<file path="config.mk">
export PLATFORM = sky130hd
export DESIGN_NAME = traffic_intersection_ctrl
export DESIGN_NICKNAME = d
export VERILOG_FILES = /design/src/rtl/traffic_pkg.sv /design/src/rtl/phase_timer.sv /design/src/rtl/traffic_intersection_ctrl.sv
export SDC_FILE = /design/constraint.sdc
export NUM_CORES = 1
export LEC_CHECK = 0
export BUFFER_PORTS_ARGS = -buffer_cell sky130_fd_sc_hd__buf_2
export CAP_MARGIN = 20
export CORE_MARGIN = 2
export CORE_UTILIZATION = 47
export CTS_BUF_LIST = sky130_fd_sc_hd__clkbuf_16
export CTS_CLUSTER_SIZE = 30
export DETAILED_ROUTE_END_ITERATION = 8
export HOLD_SLACK_MARGIN = 0.05
export PLACE_DENSITY = 0.73
export SLEW_MARGIN = 10
export SYNTH_ARGS = -nofsm -noshare
export SYNTH_HDL_FRONTEND = slang
export SYNTH_SLANG_ARGS = --single-unit
</file>
<file path="constraint.sdc">
create_clock -name in_clk -period 2.2 [get_ports in_clk]
set_clock_uncertainty 0.05 [all_clocks]
set_input_delay 0.44 -clock in_clk [delete_from_list [all_inputs] [get_ports in_clk]]
set_output_delay 0.44 -clock in_clk [all_outputs]
set_load 0.05 [all_outputs]
</file>
<file path="src/rtl/traffic_pkg.sv">
// Shared definitions for the traffic intersection controller.
//   - State encodings (also visible on the o_state debug port).
//   - State enum built on those encodings.
//   - Direction type, plus the direction assumed to have been served last
//     after reset (EW, so the first green is NS).
package traffic_pkg;

   localparam logic [2:0] ENC_IDLE      = 3'd0;
   localparam logic [2:0] ENC_NS_GREEN  = 3'd1;
   localparam logic [2:0] ENC_NS_YELLOW = 3'd2;
   localparam logic [2:0] ENC_ALL_RED   = 3'd3;
   localparam logic [2:0] ENC_PED_WALK  = 3'd4;
   localparam logic [2:0] ENC_EW_GREEN  = 3'd5;
   localparam logic [2:0] ENC_EW_YELLOW = 3'd6;

   typedef enum logic [2:0] {
      ST_IDLE      = ENC_IDLE,
      ST_NS_GREEN  = ENC_NS_GREEN,
      ST_NS_YELLOW = ENC_NS_YELLOW,
      ST_ALL_RED   = ENC_ALL_RED,
      ST_PED_WALK  = ENC_PED_WALK,
      ST_EW_GREEN  = ENC_EW_GREEN,
      ST_EW_YELLOW = ENC_EW_YELLOW
   } state_t;

   typedef enum logic {
      DIR_NS = 1'b0,
      DIR_EW = 1'b1
   } dir_t;

   localparam dir_t RESET_LAST_DIR = DIR_EW;

endpackage

</file>
<file path="src/rtl/phase_timer.sv">
// Phase down-counter.
// A load pulse sets the count to load_value. Otherwise the count
// decrements once per cycle and saturates at zero.
//   clk        : clock
//   rst_n      : asynchronous active-low reset (count -> 0)
//   load       : load load_value this cycle
//   load_value : value to load (duration - 1)
//   count      : remaining cycles in the current phase
//   zero       : count == 0
module phase_timer (
   input  logic       clk,
   input  logic       rst_n,
   input  logic       load,
   input  logic [3:0] load_value,
   output logic [3:0] count,
   output logic       zero
);

   logic [3:0] count_reg;

   always_ff @(posedge clk or negedge rst_n) begin
      if (!rst_n) begin
         count_reg <= 4'd0;
      end else if (load) begin
         count_reg <= load_value;
      end else if (count_reg != 4'd0) begin
         count_reg <= count_reg - 4'd1;
      end
   end

   assign count = count_reg;
   assign zero  = (count_reg == 4'd0);

endmodule

</file>
<file path="src/rtl/traffic_intersection_ctrl.sv">
// Two-way intersection controller with a pedestrian walk phase.
//
// Ports:
//   in_clk, in_rst_n          : clock, asynchronous active-low reset
//   in_en                     : run enable; low requests an orderly stop to IDLE
//   in_req_ns, in_req_ew      : vehicle sensors (level); only looked at in green
//   in_ped_req                : pedestrian button (a one-cycle pulse is latched)
//   o_ns_green/yellow/red     : north-south lamps
//   o_ew_green/yellow/red     : east-west lamps
//   o_walk                    : pedestrian walk lamp
//   o_count                   : remaining cycles in the current timed phase
//   o_state                   : current state encoding (debug)
//
// Lamps and o_walk are registered from the next state, so they change on
// the same edge as o_state and o_count.
module traffic_intersection_ctrl
   import traffic_pkg::*;
#(
   parameter int unsigned GREEN_MIN = 5,
   parameter int unsigned YELLOW_T  = 2,
   parameter int unsigned ALLRED_T  = 1,
   parameter int unsigned WALK_T    = 4
) (
   input  logic       in_clk,
   input  logic       in_rst_n,
   input  logic       in_en,
   input  logic       in_req_ns,
   input  logic       in_req_ew,
   input  logic       in_ped_req,
   output logic       o_ns_green,
   output logic       o_ns_yellow,
   output logic       o_ns_red,
   output logic       o_ew_green,
   output logic       o_ew_yellow,
   output logic       o_ew_red,
   output logic       o_walk,
   output logic [3:0] o_count,
   output logic [2:0] o_state
);

   localparam logic [3:0] GREEN_LOAD  = 4'(GREEN_MIN - 1);
   localparam logic [3:0] YELLOW_LOAD = 4'(YELLOW_T - 1);
   localparam logic [3:0] ALLRED_LOAD = 4'(ALLRED_T - 1);
   localparam logic [3:0] WALK_LOAD   = 4'(WALK_T - 1);

   state_t     state_reg;
   state_t     state_next;
   dir_t       last_dir_reg;
   logic       ped_pend_reg;
   logic       timer_load;
   logic [3:0] timer_value;
   logic [3:0] count;
   logic       count_zero;

   phase_timer u_phase_timer (
      .clk        (in_clk),
      .rst_n      (in_rst_n),
      .load       (timer_load),
      .load_value (timer_value),
      .count      (count),
      .zero       (count_zero)
   );

   // Next-state decision. Every transition enters a different state, so a
   // state change is exactly the moment the phase timer must reload.
   always_comb begin
      state_next  = state_reg;
      timer_load  = 1'b0;
      timer_value = 4'd0;

      unique case (state_reg)
         ST_IDLE: begin
            if (in_en) begin
               state_next = (last_dir_reg == DIR_EW) ? ST_NS_GREEN : ST_EW_GREEN;
            end
         end
         ST_NS_GREEN: begin
            if (count_zero && (in_req_ew || ped_pend_reg || !in_en)) begin
               state_next = ST_NS_YELLOW;
            end
         end
         ST_EW_GREEN: begin
            if (count_zero && (in_req_ns || ped_pend_reg || !in_en)) begin
               state_next = ST_EW_YELLOW;
            end
         end
         ST_NS_YELLOW, ST_EW_YELLOW, ST_PED_WALK: begin
            if (count_zero) begin
               state_next = ST_ALL_RED;
            end
         end
         ST_ALL_RED: begin
            if (count_zero) begin
               if (!in_en) begin
                  state_next = ST_IDLE;
               end else if (ped_pend_reg) begin
                  state_next = ST_PED_WALK;
               end else begin
                  state_next = (last_dir_reg == DIR_EW) ? ST_NS_GREEN : ST_EW_GREEN;
               end
            end
         end
         default: begin
            state_next = ST_IDLE;
         end
      endcase

      if (state_next != state_reg) begin
         timer_load = 1'b1;
         unique case (state_next)
            ST_NS_GREEN, ST_EW_GREEN:   timer_value = GREEN_LOAD;
            ST_NS_YELLOW, ST_EW_YELLOW: timer_value = YELLOW_LOAD;
            ST_ALL_RED:                 timer_value = ALLRED_LOAD;
            ST_PED_WALK:                timer_value = WALK_LOAD;
            default:                    timer_value = 4'd0;  // IDLE shows 0
         endcase
      end
   end

   always_ff @(posedge in_clk or negedge in_rst_n) begin
      if (!in_rst_n) begin
         state_reg    <= ST_IDLE;
         last_dir_reg <= RESET_LAST_DIR;
         ped_pend_reg <= 1'b0;
         o_ns_green   <= 1'b0;
         o_ns_yellow  <= 1'b0;
         o_ns_red     <= 1'b1;
         o_ew_green   <= 1'b0;
         o_ew_yellow  <= 1'b0;
         o_ew_red     <= 1'b1;
         o_walk       <= 1'b0;
      end else begin
         state_reg <= state_next;

         // The direction just served is recorded when its yellow ends.
         if (state_reg == ST_NS_YELLOW && state_next == ST_ALL_RED) begin
            last_dir_reg <= DIR_NS;
         end else if (state_reg == ST_EW_YELLOW && state_next == ST_ALL_RED) begin
            last_dir_reg <= DIR_EW;
         end

         // Presses during the walk are dropped; the request is retired as
         // the walk ends.
         if (state_reg == ST_PED_WALK) begin
            if (state_next != ST_PED_WALK) begin
               ped_pend_reg <= 1'b0;
            end
         end else if (in_ped_req) begin
            ped_pend_reg <= 1'b1;
         end

         o_ns_green  <= (state_next == ST_NS_GREEN);
         o_ns_yellow <= (state_next == ST_NS_YELLOW);
         o_ns_red    <= !((state_next == ST_NS_GREEN) || (state_next == ST_NS_YELLOW));
         o_ew_green  <= (state_next == ST_EW_GREEN);
         o_ew_yellow <= (state_next == ST_EW_YELLOW);
         o_ew_red    <= !((state_next == ST_EW_GREEN) || (state_next == ST_EW_YELLOW));
         o_walk      <= (state_next == ST_PED_WALK);
      end
   end

   assign o_count = count;
   assign o_state = state_reg;

endmodule

</file>
### Yosys cells after proc, flatten, opt, wreduce, memory -nomap -nowiden

Cells that the tools add are included.
Widths: inputs -> output; s select.

| word-level totals | value |
|---|---|
| bits in registers | 16 |
| bits in latches | 0 |
| memory bits (writable) | 0 |
| ROM bits | 0 |
| input port bits | 6 |
| memories | 0 |

| cells by class | value |
|---|---|
| add/subtract/negate cells | 1 |
| $mul | 0 |
| div/mod/pow operators | 0 |
| magnitude comparators | 0 |
| eq/ne operators | 15 |
| shift operators | 0 |
| muxes and demuxes | 19 |
| bitwise logic cells | 0 |
| reduce and logical (&&, ||, !) cells | 23 |

Operator list:

| operator | count |
|---|---|
| $mux 3 | 9 |
| $eq 3x3->1 const B | 6 |
| $pmux 3 s5 | 1 |
| $eq 3x2->1 const B | 4 |
| $pmux 3 s3 | 1 |
| $mux 4 | 2 |
| $eq 3x1->1 const B | 2 |
| $logic_or 1x1->1 | 6 |
| $mux 1 | 6 |
| $reduce_bool 2->1 | 3 |
| $logic_and 1x1->1 | 4 |
| $logic_not 4->1 | 1 |
| $reduce_bool 4->1 | 1 |
| $reduce_or 2->1 | 2 |
| $sub 4x1->4 const B | 1 |
| $logic_not 1->1 | 3 |
| $logic_not 3->1 | 1 |
| $ne 3x3->1 | 1 |
| $ne 3x3->1 const B | 1 |
| $reduce_or 3->1 | 1 |
| $ne 2x1->1 const B | 1 |
| $reduce_and 2->1 | 1 |

### Depth between registers and ports, before layout

Gate-level depths: netlist of run 1.

| depth | value |
|---|---|
| depth after elaboration | 10 |
| gate-level depth with buffers | 8 |
| depth with buffers taken out | 8 |

### Cells and area by module

Synthesis of run 1 repeated with hierarchy kept, for this count alone.

| unflattened totals | value |
|---|---|
| cells, all modules | 102 |
| area, all modules | 992.2 um^2 |

By module, submodules not included:

| module | times used | cells an instance | area each (um^2) | sequential area each (um^2) |
|---|---|---|---|---|
| traffic_intersection_ctrl | 1 | 80 | 758.2 | 304.0 |
| phase_timer | 1 | 22 | 234.0 | 100.1 |

### Worst setup path before layout of run 1

Ideal clock, no wire load.

| timing | value |
|---|---|
| path kind | register to register |
| start point | reg u_phase_timer.count_reg[0] (netlist: u_phase_timer.count[0]) |
| end point | reg u_phase_timer.count_reg[0] (netlist: u_phase_timer.count[0]) |
| library setup time | 0.066 ns |
| arrival time | 2.198 ns |
| setup slack | -0.114 ns |
| cell stages (with the launch flop) | 9 |
| buffers on the path | 0 |
| path through | dfrtp_1 > inv_1 > ha_1 > nor3b_4 > o21ai_1 > a221oi_4 > inv_2 > a211o_1 > nand2_1 |

| on the way | value |
|---|---|
| word-level cells in the longest chain between the ends | 9 |
| elaborated cells on any way between the ends | 24 |
| those cells by class | 1 x add/sub; 6 x eq/ne; 10 x mux; 7 x reduce/logical |

Ends and longest elaborated chain:

| what | RTL line | source |
|---|---|---|
| start: declaration | phase_timer.sv:19 | `logic [3:0] count_reg;` |
| start signal: assignment | phase_timer.sv:25 | `count_reg <= load_value;` |
| start signal: assignment | phase_timer.sv:27 | `count_reg <= count_reg - 4'd1;` |
| $logic_not 4->1 * | phase_timer.sv:32 | `assign zero = (count_reg == 4'd0);` |
| $logic_and 1x1->1 (on tied branches) | traffic_intersection_ctrl.sv:83, traffic_intersection_ctrl.sv:78 |  |
| $mux 3 (on tied branches) | traffic_intersection_ctrl.sv:83, traffic_intersection_ctrl.sv:78 |  |
| $pmux 3 s5 * | traffic_intersection_ctrl.sv:71 | `unique case (state_reg)` |
| net state_next[0] | traffic_intersection_ctrl.sv:47 | `state_t state_next;` |
| $eq 3x2->1 (tied with other cells) | traffic_intersection_ctrl.sv:110 | `unique case (state_next)` |
| $reduce_or 2->1 | traffic_intersection_ctrl.sv:110 |  |
| $pmux 3 s3 | traffic_intersection_ctrl.sv:110 |  |
| $mux 3 | traffic_intersection_ctrl.sv:108 | `if (state_next != state_reg) begin` |
| $mux 4 | phase_timer.sv:24 | `end else if (load) begin` |

The timed path passes the listed nets; every way through them passes the cells marked *. The select of a mux whose other input is x is not followed.
A chain may end at the register's enable or synchronous reset.

### Worst setup path in the final report of run 1

| timing | value |
|---|---|
| start point | reg u_phase_timer.count_reg[0] (netlist: u_phase_timer.count[0]) |
| end point | reg u_phase_timer.count_reg[2] (netlist: u_phase_timer.count[2]) |

| on the way | value |
|---|---|
| word-level cells in the longest chain between the ends | 9 |
| elaborated cells on any way between the ends | 24 |
| those cells by class | 1 x add/sub; 6 x eq/ne; 10 x mux; 7 x reduce/logical |

Ends and longest elaborated chain:

| what | RTL line |
|---|---|
| $logic_not 4->1 | phase_timer.sv:32 |
| $logic_and 1x1->1 (on tied branches) | traffic_intersection_ctrl.sv:83, traffic_intersection_ctrl.sv:78 |
| $mux 3 (on tied branches) | traffic_intersection_ctrl.sv:83, traffic_intersection_ctrl.sv:78 |
| $pmux 3 s5 | traffic_intersection_ctrl.sv:71 |
| $eq 3x2->1 (tied with other cells) | traffic_intersection_ctrl.sv:110 |
| $reduce_or 2->1 | traffic_intersection_ctrl.sv:110 |
| $pmux 3 s3 | traffic_intersection_ctrl.sv:110 |
| $mux 3 | traffic_intersection_ctrl.sv:108 |
| $mux 4 | phase_timer.sv:24 |

Several ways; a longest one is shown, not always the timed one. The select of a mux whose other input is x is not followed.

==> results of run 1 <==
## stage by stage
step                cell area [um^2]  setup TNS [ps]   util  setup slack (ps)
CTS                             1190               0  0.613              30.1
global route                    1220               0  0.630            0.0424
floorplan                        970           -24.7      -             -24.7
global placement                1110               0  0.572              94.4
finish                          1220               0  0.630               101
detailed placement              1110               0  0.572              48.8
## layout by cell type, fill, tap and decap left out, drive strengths merged, types with 2 or more instances in the layout
| cell type | netlist | layout |
|---|---|---|
| inv | 7 | 8 |
| o41ai | 2 | 2 |
| o221ai | 2 | 2 |
| o21ai | 9 | 9 |
| nor2 | 16 | 16 |
| a22oi | 3 | 3 |
| dfrtp | 13 | 13 |
| nor2b | 2 | 2 |
| nor3b | 3 | 3 |
| and3 | 2 | 2 |
| o2bb2ai | 2 | 2 |
| a21oi | 3 | 3 |
| nand2 | 8 | 8 |
| dfstp | 3 | 3 |
| or2b | 2 | 2 |
| buf | 3 | 28 |
| a221oi | 2 | 2 |
| clkbuf | 1 | 3 |
## cells by family after synthesis
kind of cell | count (synthesis) | synth area share
flops | 16 | 0.418
simple gates | 38 | 0.218
mux | 2 | 0.0259
compound gates | 27 | 0.263
fa+ha+maj | 1 | 0.0130
xor+xnor | 1 | 0.00907
buf+inv | 11 | 0.0531
## final cells by class
type / count / area share
clock buffers: 3 / 0.0613
clock inverters: 1 / 0.00307
inverters: 7 / 0.0215
multi-input cells: 69 / 0.420
flip-flops and latches: 16 / 0.333
well taps: 27 / 0.0276
repair buffers: 28 / 0.133
## per-layer routing
layer  track usage  part of all wire  vias to the layer above  wire, um
li1              -                 -                      400         -
met1         0.259              0.46                      392      1020
met2         0.338              0.50                       14      1110
met3        0.0368             0.030                        2        65
met4        0.0429            0.0018                        0         4
met5             0                 0                        -         0
## how the worst max path moves through the flow
stage	from	slack [ps]	end	cells after the start
3_3_place_gp	in_req_ew	90	u_phase_timer.count[2]	7
5_1_grt	u_phase_timer.count[0]	0.04	u_phase_timer.count[2]	9
3_5_place_dp	in_req_ew	50	u_phase_timer.count[2]	7
4_1_cts	u_phase_timer.count[0]	30	u_phase_timer.count[0]	8
6_report	u_phase_timer.count[0]	100	u_phase_timer.count[2]	9
2_1_floorplan	u_phase_timer.count[0]	-20	u_phase_timer.count[0]	8
## repair_timing
item | in CTS | in global routing
gates resized for setup | 0 | 1
hold buffers | 0 | 0
setup endpoints to repair | 0 | 6
buffers inserted | 0 | 4
==> results.txt, run 1 <==
Status - completed
DRT Pass-1 Iters - 4
Via/cell ratio - 5.35
WP data required - 2310 ps
Fmax achieved - 476 MHz
Number of enable flip-flop cells after synthesis - 0
Vias in the first global route - 799
DP HPWL - 1.58 mm
Synth area leader - dfrtp_1
Layout cells sized above 1 - 0.435
Count leader, synth - nor2_1
Num ports - 20
DR iter-0 viols - 25
Initial Util - 0.497
Detailed-route via count - 808
Top FF cell, synth - dfrtp_1
FF-to-FF End - u_phase_timer.count[2]
Core area - 0.00194 mm^2
Area Overhead vs Synth - 26.7%
Worst-Margin Slew - 452 ps
GRT overflow - 0
CP max stage delay - 370 ps
Post-synth ARST share - 1.00
Largest net degree at the start of global routing - 17
Relative max-transition margin - 0.699
Fin crit share - 0.954
Fillers - 159
Post-layout min period - 2100 ps
RSZ-0062 raised after global routing - no
Root Buffer - clkbuf_16
DP Cell Count - 143
FF+latch area - 408 um^2
CTS tree - yes
Routed WL - 2.20 mm
Crit path launch type - flip-flop
Cells after synthesis - 96
Top cell type's share of synthesized area - 0.337
Synthesized Nets - 103
Placement Rows - 16
RR Startpoint - u_phase_timer.count[0]
Reg2Reg Setup Slack - 100 ps
Synth cell types - 42
Initial antenna violation count - 0
Setup Crit Path Kind - reg2reg
Die area - 0.00243 mm^2
Deepest level of the CTS H-tree - 1
IO buf count - 19
HP Class - in2async
Synth Cell Area - 966 um^2
Main area contributors after synthesis - dfrtp_1 (34%), dfstp_2 (8.2%), nor2_1 (6.2%)
Multi-input logic area - 514 um^2
Yosys warnings - 0
Avg WL per Cell - 14.6 um
Hold WS - 43.6 ps
Max-slew violation count - 0
Setup Viol. Count Final - 0
Clk_lat worst skew - 250 ps
Die W - 49.3 um
Crit path cell chain - inv_1 > ha_1 > nor3b_4 > buf_4 > o21ai_0 > o21ai_0 > a221oi_4 > o21ai_1 > o22ai_1
Sink Count - 16
WP buf/inv - 2
Arr. time, crit path - 2210 ps
CP delay by family, top - compound AO/OA/AOI/OAI gates
Clock buffer depth - 2
First-pass GRT wire length - 3.72 mm
Number of max-cap violations - 0
Synth cell count leaders - nor2_1 (16), dfrtp_1 (13), nand2_1 (7)
CP max-delay cell - dfrtp_2
CP max FO - 5
DRT antenna net count - 0
Diode count - 0
Final hold vios - 0
Flops & latches, synth - 16
Final Non-Filler Cells - 151
Avg Cell Area, Syn - 10.1 um^2
Num CTS Buffers - 3
Number of nets in the layout - 132
Number of remaining DRC errors - 0
RD Place Congestion - 0.909
CTS clock-pin slew for the worst setup and hold paths - 50 ps
Die Ht - 49.3 um
Total track usage - 0.198
Worst Reg-to-Reg Cells - 9
Max reg flops - 4
Element type at the critical path end - flip-flop
CP most frequent cell - o21ai_0
Sequential area share after synthesis - 0.418
Power of run 1 is not shown: default switching activity piles up to over one toggle a cycle in this logic, so the estimate is an artifact.
==> inputs of run 2 (changes only) <==
Settings changed: CORE_MARGIN 2 to not set.
==> results.txt, run 2 (synthesized netlist as in run 1, its figures left out) <==
Num CTS Buffers - 3 (unchanged)
Total track usage - 0.214 (+0.0167)
First-pass GRT wire length - 3.24 mm (-13%)
CTS clock-pin slew for the worst setup and hold paths - 50 ps (about the same)
Finished Cell Area - 0.00121 mm^2 (-1.2%)
Diode count - 0 (unchanged)
Status - completed
Relative max-transition margin - 0.738 (+0.0386)
Placed instance area - 0.00110 mm^2 (-0.68%)
DRT antenna net count - 0 (unchanged)
WP data required - 2300 ps (about the same)
Max reg flops - 4 (unchanged)
CP startpoint - o_state[2]
Met3 routed WL - 107 um (+65%)
Clock buffer depth - 2 (unchanged)
CTS tree - yes
Routed WL - 2.11 mm (-4.0%)
Routed wl met2 - 1.00 mm (-9.4%)
Final Non-Filler Cells - 149 (-1.3%)
Die area - 0.00224 mm^2 (-7.9%)
IO buf count - 19 (unchanged)
Max-slew violation count - 0 (unchanged)
Element type at the critical path end - flip-flop
Vias in the first global route - 729 (-8.8%)
CP max FO - 7 (+2)
Number of max-cap violations - 0 (unchanged)
CP max stage delay - 420 ps (+50 ps)
Routed length on met1 - 945 um (-7.4%)
Hold buffers post-CTS - 0 (unchanged)
Detailed-route via count - 822 (+1.7%)
CP delay by family, top - simple AND/OR/NAND/NOR gates
Initial Util - 0.497 (unchanged)
Crit path launch type - flip-flop
CP max-delay cell - dfrtp_2
WP buf/inv - 1 (-1)
Initial antenna violation count - 0 (unchanged)
RD Place Congestion - 0.945 (+4.0%)
Sink Count - 16 (unchanged)
Final hold vios - 0 (unchanged)
GRT overflow - 0 (unchanged)
Crit path cell chain - mux2_4 > nor3b_4 > and3_2 > a221oi_4 > buf_4 > o41ai_1 > o21ai_0
Die Ht - 47.3 um (-4.1%)
DP Cell Count - 142 (-0.70%)
DR top layer - met4
Most common cell after layout, fill and taps aside - buf_2
DP HPWL - 1.51 mm (-4.4%)
Avg WL per Cell - 14.2 um (-2.7%)
DR iter-0 viols - 13 (-48%)
Via/cell ratio - 5.52 (+3.1%)
Clk_lat worst skew - 240 ps (about the same)
Layout cells sized above 1 - 0.426 (-0.00925)
Setup Crit Path Kind - reg2reg
Fmax achieved - 478 MHz (+0.39%)
RSZ-0062 raised after global routing - no
Num ports - 20 (unchanged)
Core area - 0.00194 mm^2 (unchanged)
Post-layout min period - 2090 ps (-8.17 ps)
Deepest level of the CTS H-tree - 1 (unchanged)
Die W - 47.3 um (-4.1%)
Arr. time, crit path - 2190 ps (-20 ps)
Largest net degree at the start of global routing - 17 (unchanged)
Root Buffer - clkbuf_16
Most frequent cells in the layout - buf_2 (19), nor2_1 (16), dfrtp_1 (10), nand2_1 (7), buf_4 (7)
DRT Pass-1 Iters - 4 (unchanged)
Area Overhead vs Synth - 25.1%
HP Class - in2async
Placement Rows - 16 (unchanged)
Worst-Margin Slew - 394 ps (-57.9 ps)
RR Startpoint - o_state[2]
Number of remaining DRC errors - 0 (unchanged)
Fin crit share - 0.950 (-0.00371)
Number of nets in the layout - 130 (-1.5%)
Setup Viol. Count Final - 0 (unchanged)
-- run 2: metrics by stage --
step,setup TNS [ps],worst slack (ps),utilization,hold slack [ps]
final,0,109,0.622,55.4
after global routing,0,8.53,0.622,82.8
after CTS,0,11.4,0.609,62.0
after detailed placement,0,40.0,0.568,324
after global placement,0,90.9,0.568,308
after floorplan,-24.7,-24.7,-,94.4
-- run 2: cell type report --
class	count	area, um^2
clock buffer	3	75.1
multi-input combinational	69	514
inverter	7	26.3
tap	27	33.8
clock inverter	1	3.75
sequential	16	408
fill	160	733
timing repair buffer	26	148
-- run 2: final timing paths --
path	endpoint	slack, ps	cells after the start
max	last_dir_reg	110	7
min	o_ew_yellow	60	1
max reg2reg	last_dir_reg	110	7
min reg2reg	last_dir_reg	510	2
max in group asynchronous	o_ew_red	1730	1
min in group in_clk	ped_pend_reg	400	3
-- run 2: routing by layer --
metal  vias to the layer above  GRT usage
met5                         -          0
met3                         8     0.0615
met2                        27      0.337
met1                       389      0.279
li1                        398          -
met4                         0     0.0800
-- run 2: what timing repair did --
| action | in CTS | in global routing |
|---|---|---|
| setup endpoints to repair | 0 | 10 |
| gates resized for setup | 0 | 1 |
| setup buffers | 0 | 3 |
Power of run 2 is left out for the same reason.
